## src/rtl/pla_sweep_driver_pkg.sv

```systemverilog
`default_nettype none
// ============================================================================
// Module      : pla_sweep_driver_pkg
// Description : Shared types and default constants for the PLA sweep harness.
// Revision    : 1.0
// ============================================================================
package pla_sweep_driver_pkg;

    localparam int          c_N_IN     = 15;
    localparam int          c_SIG_W    = 16;
    localparam logic [15:0] c_DEF_POLY = 16'hB400;
    localparam logic [15:0] c_DEF_SEED = 16'h0000;

    typedef enum logic [1:0] {
        S_IDLE  = 2'd0,
        S_RUN   = 2'd1,
        S_DRAIN = 2'd2,
        S_DONE  = 2'd3
    } state_t;

endpackage
`default_nettype wire

```

## src/rtl/pla_misr.sv

```systemverilog
`default_nettype none
// ============================================================================
// Module      : pla_misr
// Description : Galois multiple-input signature register, one bit per cycle.
// Revision    : 1.0
// ============================================================================
module pla_misr
    import pla_sweep_driver_pkg::*;
#(
    parameter int               SIG_W = c_SIG_W,
    parameter logic [SIG_W-1:0] POLY  = c_DEF_POLY,
    parameter logic [SIG_W-1:0] SEED  = c_DEF_SEED
) (
    input  logic             clk,
    input  logic             rst,
    input  logic             i_load,
    input  logic [SIG_W-1:0] i_seed,
    input  logic             i_en,
    input  logic             i_bit,
    output logic [SIG_W-1:0] o_sig
);

    logic [SIG_W-1:0] r_sig;
    logic             w_fb;

    assign w_fb  = r_sig[0] ^ i_bit;
    assign o_sig = r_sig;

    // Load takes priority so a new sweep always starts from a clean seed.
    always_ff @(posedge clk or posedge rst) begin
        if (rst) begin
            r_sig <= SEED;
        end else if (i_load) begin
            r_sig <= i_seed;
        end else if (i_en) begin
            r_sig <= (r_sig >> 1) ^ (w_fb ? POLY : '0);
        end
    end

endmodule
`default_nettype wire

```

## src/rtl/pla_sweep_driver.sv

```systemverilog
`default_nettype none
// ============================================================================
// Module      : pla_sweep_driver
// Description : Sweeps an inclusive input range through a PLA and compacts y0.
// Revision    : 1.0
// ============================================================================
module pla_sweep_driver
    import pla_sweep_driver_pkg::*;
#(
    parameter int               N_IN  = c_N_IN,
    parameter int               SIG_W = c_SIG_W,
    parameter logic [SIG_W-1:0] POLY  = c_DEF_POLY,
    parameter logic [SIG_W-1:0] SEED  = c_DEF_SEED,
    parameter int               PIPE  = 0
) (
    input  logic              clk,
    input  logic              rst,
    input  logic              start,
    input  logic              abort,
    input  logic [N_IN-1:0]   lo_vec,
    input  logic [N_IN-1:0]   hi_vec,
    output logic [N_IN-1:0]   x_out,
    input  logic              y_in,
    output logic              busy,
    output logic              done,
    output logic [N_IN:0]     onset_count,
    output logic [N_IN-1:0]   first_on_vec,
    output logic              first_on_valid,
    output logic [SIG_W-1:0]  signature
);

    state_t            r_state;
    logic [N_IN-1:0]   r_x_out;
    logic [N_IN-1:0]   r_hi;
    logic              r_busy;
    logic              r_done;
    logic [N_IN:0]     r_onset_count;
    logic [N_IN-1:0]   r_first_on_vec;
    logic              r_first_on_valid;

    logic              w_accept;
    logic              w_issue;
    logic              w_cons_valid;
    logic [N_IN-1:0]   w_cons_vec;
    logic              w_pipe_busy;

    assign w_accept = (r_state == S_IDLE) && start;
    assign w_issue  = (r_state == S_RUN) && !abort;

    // Each issued vector travels alongside its response so compaction can
    // attribute y_in to the vector that produced it.
    generate
        if (PIPE == 0) begin : g_no_pipe
            assign w_cons_valid = w_issue;
            assign w_cons_vec   = r_x_out;
            assign w_pipe_busy  = 1'b0;
        end else begin : g_tag_pipe
            logic [PIPE-1:0]            r_tag_valid;
            logic [PIPE-1:0][N_IN-1:0]  r_tag_vec;
            logic [PIPE:0]              w_valid_shift;
            logic [PIPE:0][N_IN-1:0]    w_vec_shift;

            assign w_valid_shift = {r_tag_valid, w_issue};
            assign w_vec_shift   = {r_tag_vec, r_x_out};

            always_ff @(posedge clk or posedge rst) begin
                if (rst) begin
                    r_tag_valid <= '0;
                    r_tag_vec   <= '0;
                end else begin
                    r_tag_valid <= w_valid_shift[PIPE-1:0];
                    r_tag_vec   <= w_vec_shift[PIPE-1:0];
                end
            end

            assign w_cons_valid = r_tag_valid[PIPE-1];
            assign w_cons_vec   = r_tag_vec[PIPE-1];
            assign w_pipe_busy  = |r_tag_valid;
        end
    endgenerate

    // Sequencer: hi is compared before incrementing so an all-ones bound
    // terminates without wrapping x_out.
    always_ff @(posedge clk or posedge rst) begin
        if (rst) begin
            r_state <= S_IDLE;
            r_x_out <= '0;
            r_hi    <= '0;
            r_busy  <= 1'b0;
            r_done  <= 1'b0;
        end else begin
            r_done <= 1'b0;
            case (r_state)
                S_IDLE: begin
                    if (start) begin
                        r_hi <= hi_vec;
                        if (lo_vec > hi_vec) begin
                            r_state <= S_DONE;
                            r_done  <= 1'b1;
                        end else begin
                            r_x_out <= lo_vec;
                            r_busy  <= 1'b1;
                            r_state <= S_RUN;
                        end
                    end
                end
                S_RUN: begin
                    if (abort || (r_x_out == r_hi)) begin
                        r_state <= S_DRAIN;
                    end else begin
                        r_x_out <= r_x_out + 1'b1;
                    end
                end
                S_DRAIN: begin
                    if (!w_pipe_busy) begin
                        r_state <= S_DONE;
                        r_done  <= 1'b1;
                        r_busy  <= 1'b0;
                    end
                end
                S_DONE: begin
                    r_state <= S_IDLE;
                end
                default: begin
                    r_state <= S_IDLE;
                end
            endcase
        end
    end

    always_ff @(posedge clk or posedge rst) begin
        if (rst) begin
            r_onset_count    <= '0;
            r_first_on_vec   <= '0;
            r_first_on_valid <= 1'b0;
        end else if (w_accept) begin
            r_onset_count    <= '0;
            r_first_on_valid <= 1'b0;
        end else if (w_cons_valid) begin
            r_onset_count <= r_onset_count + {{N_IN{1'b0}}, y_in};
            if (y_in && !r_first_on_valid) begin
                r_first_on_vec   <= w_cons_vec;
                r_first_on_valid <= 1'b1;
            end
        end
    end

    pla_misr #(
        .SIG_W (SIG_W),
        .POLY  (POLY),
        .SEED  (SEED)
    ) u_misr (
        .clk    (clk),
        .rst    (rst),
        .i_load (w_accept),
        .i_seed (SEED),
        .i_en   (w_cons_valid),
        .i_bit  (y_in),
        .o_sig  (signature)
    );

    assign x_out          = r_x_out;
    assign busy           = r_busy;
    assign done           = r_done;
    assign onset_count    = r_onset_count;
    assign first_on_vec   = r_first_on_vec;
    assign first_on_valid = r_first_on_valid;

endmodule
`default_nettype wire

```

## config.mk

```make
export PLATFORM = sky130hd
export DESIGN_NAME = pla_sweep_driver
export DESIGN_NICKNAME = d
export VERILOG_FILES = /design/src/rtl/pla_sweep_driver_pkg.sv /design/src/rtl/pla_misr.sv /design/src/rtl/pla_sweep_driver.sv
export SDC_FILE = /design/constraint.sdc
export NUM_CORES = 1
export LEC_CHECK = 0
export BUFFER_PORTS_ARGS = -buffer_cell sky130_fd_sc_hd__buf_2
export CAP_MARGIN = 10
export CORE_UTILIZATION = 35
export DETAILED_ROUTE_END_ITERATION = 16
export PLACE_DENSITY = 0.63
export SETUP_SLACK_MARGIN = 0.02
export SLEW_MARGIN = 20
export SYNTH_ARGS = -nofsm -noshare
export SYNTH_HDL_FRONTEND = slang
export SYNTH_SLANG_ARGS = --single-unit
```

## constraint.sdc

```tcl
create_clock -name clk -period 2.76 [get_ports clk]
set_clock_uncertainty 0.05 [all_clocks]
set_input_delay 0.276 -clock clk [delete_from_list [all_inputs] [get_ports clk]]
set_output_delay 0.276 -clock clk [all_outputs]
set_load 0.02 [all_outputs]
```

# After elaboration in Yosys (flattened, before gate mapping)
# Index checks and enable logic that the tools add are counted.
# op_classes
add_sub_neg,2
multipliers,0
div,0
magnitude_cmp,1
n_eq_ne,8
shift,0
mux,22
bitwise_logic,3
n_reduce_logical,17
# op_table
operator,n
2-to-1 mux 16 bit,5
2-to-1 mux 15 bit,3
one-hot mux 15 bit (2 select lines),1
adder 16 x 1 -> 16 bit,1
bitwise XOR 15 x 16 -> 16 bit,1
"adder 15 x 1 -> 15 bit, second input constant",1
equality test 15 bit,1
greater-than comparator 15 bit,1
one-hot mux 2 bit (4 select lines),1
nonzero test 2 bit,4
2-to-1 mux 1 bit,7
2-to-1 mux 2 bit,3
"inequality test 2 bit, second input constant",3
AND reduction 2 bit,3
AND reduction 3 bit,2
"equality test 2 bit, second input constant",2
one-hot mux 1 bit (2 select lines),2
AND reduction 4 bit,1
logical AND 1 bit,3
"equality test 2 x 1 -> 1 bit, second input constant",1
logical NOT 1 bit,2
logical NOT 2 bit,1
"inequality test 2 x 1 -> 1 bit, second input constant",1
logical OR 1 bit,1
2 further kinds,2
# totals
register_bits,82
latchBits,0
ramBits,0
mem_bits_ro,0
in_bits,35
output_inout_bits,65
wordCells,62
mem_count,0

# Logic depth before layout (Yosys ltp)
# Gate-level depths: netlist (run 1).
# depth
depth_word,5
mapped_depth,10
depth_no_buf,8

# Cells and area by module
# From an unflattened synthesis (run 1), not the netlist that was laid out.
# unflattened
cells_unflattened,478
hier_area_um2,4619.4
# modules_own_cells
module,n_inst,cells_each,area_each_um2,seq_area_each_um2
pla_sweep_driver,1,395,3784.9,1651.6
pla_misr,1,83,834.6,400.4

# Worst setup path before layout (run 1)
# No wires, ideal clock.
# synth_path
path_type,reg2reg
startpoint,reg r_state[1]
endpoint,"reg r_onset_count[13], in the netlist onset_count[13]"
t_arrival_ps,1932
setup_slack_ps,700
path_stages_with_launch,10
n_path_buf,2
cell_sequence,dfrtp_1 > inv_1 > ha_1 > buf_4 > nand2b_4 > buf_6 > a2111oi_4 > nand3_2 > or3_1 > a21oi_1
# synth_via
elab_chain_cells,3
word_cells_on_any_way,6
# synth_rtl
element,line_no,source
start: declaration,pla_sweep_driver.sv:32,state_t r_state;
start signal: assignment,pla_sweep_driver.sv:86,r_state <= S_IDLE;
start signal: assignment,pla_sweep_driver.sv:98,r_state <= S_DONE;
start signal: assignment,pla_sweep_driver.sv:103,r_state <= S_RUN;
equality test 2 x 1 -> 1 bit or logical NOT 2 bit (tied branches),"pla_sweep_driver.sv:48, pla_sweep_driver.sv:47",
logical AND 1 bit (on tied branches),"pla_sweep_driver.sv:48, pla_sweep_driver.sv:47",
nonzero test 2 bit (no line) or 2-to-1 mux 16 bit (tied branches),n/a,
end signal: assignment,pla_sweep_driver.sv:140,"r_onset_count <= r_onset_count + {{N_IN{1'b0}}, y_in};"
end: declaration,pla_sweep_driver.sv:37,logic [N_IN:0] r_onset_count;
# Parallel ways exist; a longest one is shown, timed or not.
# A chain may end at the register's enable or synchronous reset.

# Worst setup path in the final report (run 1)
# layout_path
startpoint,"reg r_x_out[7], in the netlist x_out[7]"
endpoint,"reg r_x_out[1], in the netlist x_out[1]"
# layout_via
elab_chain_cells,4
# layout_rtl
element,line_no,source
start: declaration,pla_sweep_driver.sv:33,logic [N_IN-1:0] r_x_out;
start signal: assignment,pla_sweep_driver.sv:101,r_x_out <= lo_vec;
start signal: assignment,pla_sweep_driver.sv:111,r_x_out <= r_x_out + 1'b1;
equality test 15 bit,pla_sweep_driver.sv:108,if (abort || (r_x_out == r_hi)) begin
logical OR 1 bit,pla_sweep_driver.sv:108,
inequality test 2 bit (no line),n/a,
AND reduction 4 bit (no line),n/a,
# No other way between the ends.

==> impl_metrics.ini, run 1 <==
[outcome]
outcome = finished, final reports clean

[synth]
synth-edff-count = 0
synth_area_sq_um = 4370
ys_seq_elements = 82
synth-async-reset-ratio_pct = 100
ys_types = 46
netlist_instances = 462
ys.flop_type = dfrtp_1
synth.net_count = 518
synth_area_per_cell_sq_um = 9.45
synth_warnings = 0
ys_seq_area_share_pct = 47.0

[power]
p_leak_uw = 0.00260
p_per_area_nw_per_um2 = 1050
peakVddDrop_mv = 0.386

[worst_setup_path]
slowest_delay_ns = 0.50
cp_num_buf_inv = 0
setup.worst_path.class = reg2reg
required_ns = 2.91
start_kind = register
r2r_slack_ns = 0.19
end_kind = register
critPathArrivalTime_ns = 2.71
path_cells = xor2_1 -> nor4_1 -> nand4_1 -> a22oi_4 -> or2_1 -> o21ai_0
critPathTopFamily = simple AND/OR/NAND/NOR gates
cp_max_fo = 18
cpMaxStageDelayCell = a22oi_4

[route]
first_pass_iters = 4
vias = 3712
wl_met1_um = 5230
post-route-drc-count = 0
drtIter0Drc = 262
met2_length_um = 5400
ant_nets = 0
route.met3.wl_um = 630
highest_layer = met4
wirelength_um = 11400
viasPerCell = 5.05
wl_per_cell_um = 15.5

[cts]
clock_latency_ns = 0.34
cts_sinks = 82
cts_setup_buffers = 0
numCtsBuffers = 9
clock_path_buffers = 2
cts_root_buf = clkbuf_16
htree_levels = 3
clk_pin_slew_ns = 0.06
tritoncts = yes

[die]
ios = 100
die_area_sq_um = 12900
die_h_um = 114
rows = 40
fp.coreArea_sq_um = 12100
initial_core_util_pct = 36.2
fp.dieW_um = 114

[timing]
finalCriticalPeriod_ns = 2.57
slew_violations = 0
hold_violations = 0
fin_crit_sh_pct = 93.0
setup_viol = 0
worst_pin_slew_ns = 0.685
max_freq_ghz = 0.390
tns_ns = 0
rsz0062_at_grt = no
slew_headroom_pct = 54.2

[placement]
gp_congestion = 0.830
io_buffers = 99
dpl_cell_area_sq_um = 5050
hpwl_um = 8290

[global_route]
grt_pass1_vias = 3563
grt_max_degree = 50
grt_antenna_before_repair = 1
grt_pass1_wl_um = 18500
overflow = 0
track_usage_pct = 18.4

[cells_and_area]
drive_gt1_share_pct = 26.1
area_growth_syn_to_layout_pct = 23.1
nets = 617
final_cell_area_sq_um = 5370

[job]
maxCapViolCount = 0

[hold_path]
min_path_type = in2reg
## worst min-delay path, delay by kind of cell
family / cells / cell delay (ns)
buffers and inverters: 1 / 0.10
and+or+nand+nor: 2 / 0.10
## final cells by class
| type | instances | area (sq um) |
|---|---|---|
| antenna | 1 | 2.50 |
| clock buffer | 12 | 256 |
| clock inverter | 4 | 50.0 |
| fill | 1163 | 6690 |
| inverter | 25 | 95.1 |
| multi-input combinational | 331 | 2100 |
| sequential | 82 | 2050 |
| tap | 168 | 210 |
| timing repair buffer | 112 | 608 |
## routing by layer
| metal | up-vias | track usage, % |
|---|---|---|
| li1 | 1801 | - |
| met1 | 1797 | 25.4 |
| met2 | 99 | 28.6 |
| met3 | 15 | 4.30 |
| met4 | 0 | 5.96 |
| met5 | - | 0 |
## per-stage QoR
stage               std cells  total power [uW]  setup slack [ns]  util (%)  hold WS, ns
detailed placement        717              4450             0.230      41.9        0.323
CTS                       734              5710             0.218      44.5        0.122
global route              734              6080            0.0238      44.5        0.114
global placement          717              4370             0.376      41.9        0.314
floorplan                 462              3680             0.326         -        0.331
finish                    735              5670             0.194      44.5        0.128
## timing repair
item                                    CTS  global route
endpoints found under the setup margin    0             2
hold buffers                              1             0
endpoints found under the hold margin    33             0
resized for setup                         0             0
## layout by cell type, fill, tap and decap left out, types with 6 or more instances in the layout
master,Yosys,final
ha_1,21,21
nor2_1,32,32
nor3_1,10,10
dfrtp_1,82,82
nor4_1,6,6
xor2_1,28,28
a21oi_1,32,32
nand2_1,79,79
nand4_1,8,8
buf_4,3,11
mux2_2,14,14
a211oi_1,6,6
buf_2,6,99
o21ai_0,31,31
nand3_1,13,13
a2bb2oi_1,8,8
inv_1,24,23
clkbuf_16,0,9
## Yosys cell counts, drive strengths merged (2+ instances only)
| library cell | instances | area [sq um] |
|---|---|---|
| a211o | 3 | 26.3 |
| a211oi | 6 | 45.0 |
| a21oi | 32 | 160 |
| a22oi | 2 | 28.8 |
| a2bb2oi | 8 | 70.1 |
| a41oi | 2 | 17.5 |
| and2 | 2 | 12.5 |
| and3 | 3 | 18.8 |
| buf | 14 | 86.3 |
| clkbuf | 10 | 37.5 |
| dfrtp | 82 | 2050 |
| ha | 21 | 263 |
| inv | 24 | 90.1 |
| mux2 | 14 | 158 |
| mux2i | 2 | 20.0 |
| nand2 | 79 | 297 |
| nand2b | 2 | 20.0 |
| nand3 | 14 | 75.1 |
| nand3b | 2 | 15.0 |
| nand4 | 8 | 50.1 |
| nor2 | 32 | 120 |
| nor3 | 10 | 50.1 |
| nor4 | 7 | 50.1 |
| o21ai | 31 | 155 |
| o22a | 2 | 17.5 |
| o22ai | 3 | 18.8 |
| o31ai | 4 | 30.0 |
| o41ai | 2 | 17.5 |
| or3 | 3 | 18.8 |
| xnor2 | 2 | 17.5 |
| xor2 | 28 | 245 |
## power by group
part / leakage (uW) / internal (uW) / total (uW) / switching (uW)
combinational: 0.00141 / 929 / 2420 / 1490
sequential: 0.00104 / 1630 / 2010 / 384
clock: 0.000145 / 749 / 1230 / 485
## sequential cells by signal (all words and copies together), names as in the netlist
signal and flops:
u_misr.o_sig 16, first_on_vec 15, onset_count 16, r_state 2, r_hi 15, done 1, first_on_valid 1, x_out 15
busy 1
## cell families after synthesis
family	after synthesis	share of synthesized area [%]
buf+inv	49	4.99
xor+xnor	30	6.02
compound gates	100	15.0
fa+ha+maj	21	6.02
mux	16	4.07
simple gates	164	16.9
flops	82	47.0
## final timing paths
path / startpoint / end / cells past startpoint
worst min register to register: first_on_vec[4] / first_on_vec[4] / 2
worst max register to register: x_out[7] / x_out[1] / 6
worst max-delay path: x_out[7] / x_out[1] / 6
max in group asynchronous: rst / x_out[3] / 4
min in group asynchronous: rst / u_misr.o_sig[13] / 3
worst min-delay path: hi_vec[0] / r_hi[0] / 3
(Power assumes the default switching activity.)
==> run 2: changes to the inputs <==
- PLACE_DENSITY: 0.63 -> 0.65
- clock period: 2.76 -> 2.1 ns (I/O delays scaled with it)
==> run 2 against run 1 <==
Against the previous run:
- first-iteration DRC count fell by 17%
- global-route usage barely moved
- clock power rose by 26%
- non-clock buffer count rose by 44
- core utilization rose by 3.2 points
- fmax rose by 23%
- register-to-register slack got worse by 0.18 ns
- largest cell class unchanged
- worst hold slack got worse by 0.061 ns
- combinational power rose by 57%
- critical path depth rose by 2
- critical path type unchanged
- routed wire length rose by 2.4%
- worst setup slack got worse by 0.18 ns
==> impl_metrics.ini, run 2 (synthesis results as in run 1) <==
[route]
viasPerCell = 4.96
wirelength_um = 11700
vias = 3858
wl_per_cell_um = 15.0
ant_nets = 0
drtIter0Drc = 218
post-route-drc-count = 0
first_pass_iters = 4

[worst_setup_path]
slowest_delay_ns = 0.39
path_cells = xor2_1 -> nor4_2 -> buf_4 -> nand4_1 -> a22oi_4 -> buf_6 -> nor4_1 -> a211o_1
required_ns = 2.27
cpMaxStageDelayCell = dfrtp_1
setup.worst_path.class = reg2reg
critPathTopFamily = simple AND/OR/NAND/NOR gates
critPathArrivalTime_ns = 2.25
cp_max_fo = 4
cp_num_buf_inv = 2
start_kind = register
end_kind = register

[global_route]
grt_pass1_wl_um = 18800
grt_max_degree = 50
track_usage_pct = 18.5
grt_pass1_vias = 3729
grt_antenna_before_repair = 1
overflow = 0

[placement]
gp_congestion = 0.871
dpl_cell_area_sq_um = 5380
dp.cells = 758
detailedPlace.worstSlack_ns = -0.336
io_buffers = 99
hpwl_um = 8750

[job]
maxCapViolCount = 0

[cells_and_area]
final_cells = 778
area_growth_syn_to_layout_pct = 31.8
fill_cells = 1167
drive_gt1_share_pct = 33.0
nets = 661
most-common-layout-cells = buf_2, dfrtp_1, nand2_1
final_cell_area_sq_um = 5760
final_common_cell = buf_2

[cts]
clock_latency_ns = 0.33
clk_pin_slew_ns = 0.06
clock_path_buffers = 2
tritoncts = yes
cts_root_buf = clkbuf_16
htree_levels = 3
cts_sinks = 82
numCtsBuffers = 9

[timing]
rsz0062_at_grt = yes
hold_violations = 0
hold_ws_ns = 0.0671
slew_violations = 0
setup_viol = 0
max_freq_ghz = 0.480
worst_pin_slew_ns = 0.462
finalCriticalPeriod_ns = 2.08
slew_headroom_pct = 69.1
fin_crit_sh_pct = 99.3
worst_slack_ns = 0.0156

[die]
die_area_sq_um = 12900
initial_core_util_pct = 36.2
rows = 40
ios = 100
fp.coreArea_sq_um = 12100
fp.dieW_um = 114
die_h_um = 114

[hold_path]
min_path_type = in2reg

[power]
p_per_area_nw_per_um2 = 1370
p_leak_uw = 0.00282
peakVddDrop_mv = 0.517

[outcome]
outcome = finished, final reports clean
-- run 2: worst paths after layout --
path | startpoint | endpoint | slack [ns] | cells past startpoint
max | x_out[7] | x_out[5] | 0.02 | 8
min in group asynchronous | rst | u_misr.o_sig[12] | 0.37 | 3
min reg2reg | first_on_vec[4] | first_on_vec[4] | 0.44 | 2
max in group asynchronous | rst | x_out[11] | 1.05 | 4
max reg2reg | x_out[7] | x_out[5] | 0.02 | 8
min | hi_vec[0] | r_hi[0] | 0.07 | 3
-- run 2: where the power goes --
part	internal (uW)	switching, uW
logic	1580	2220
registers	2140	385
clock network	944	607
total	4660	3210
-- run 2: metal layers --
layer / GRT usage, % / vias to the layer above / part of all wire (%)
li1: - / 1897 / -
met1: 25.5 / 1856 / 47
met2: 28.8 / 91 / 47
met3: 3.56 / 14 / 4.1
met4: 7.02 / 0 / 1.7
met5: 0 / - / 0
-- run 2: metrics by stage --
stage | power, uW | utilization [%] | TNS (ns)
6_report | 7870 | 47.7 | 0
5_1_grt | 8350 | 47.7 | -1.09
4_1_cts | 7830 | 47.3 | 0
3_5_place_dp | 6190 | 44.6 | -3.94
3_3_place_gp | 6080 | 44.6 | -3.17
2_1_floorplan | 4830 | - | 0
-- run 2: area by class of cell --
type	count	area, sq um	share of cell area [%]
tap	168	210	3.65
multi-input combinational	331	2150	37.4
clock buffer	12	246	4.28
clock inverter	3	40.0	0.696
timing repair buffer	156	955	16.6
inverter	25	97.6	1.70
sequential	82	2050	35.7
antenna	1	2.50	0.0435
-- run 2: tightest hold or removal path: stages --
cell and delay [ns]:
buf_2 0.11, nand2_1 0.05, nand2_1 0.05
-- run 2: what timing repair did --
item,CTS,global route
buffers inserted,1,2
endpoints found under the setup margin,15,37
hold endpoints to repair,14,0
pin swaps,2,2
hold buffers,1,0
resized for setup,6,11
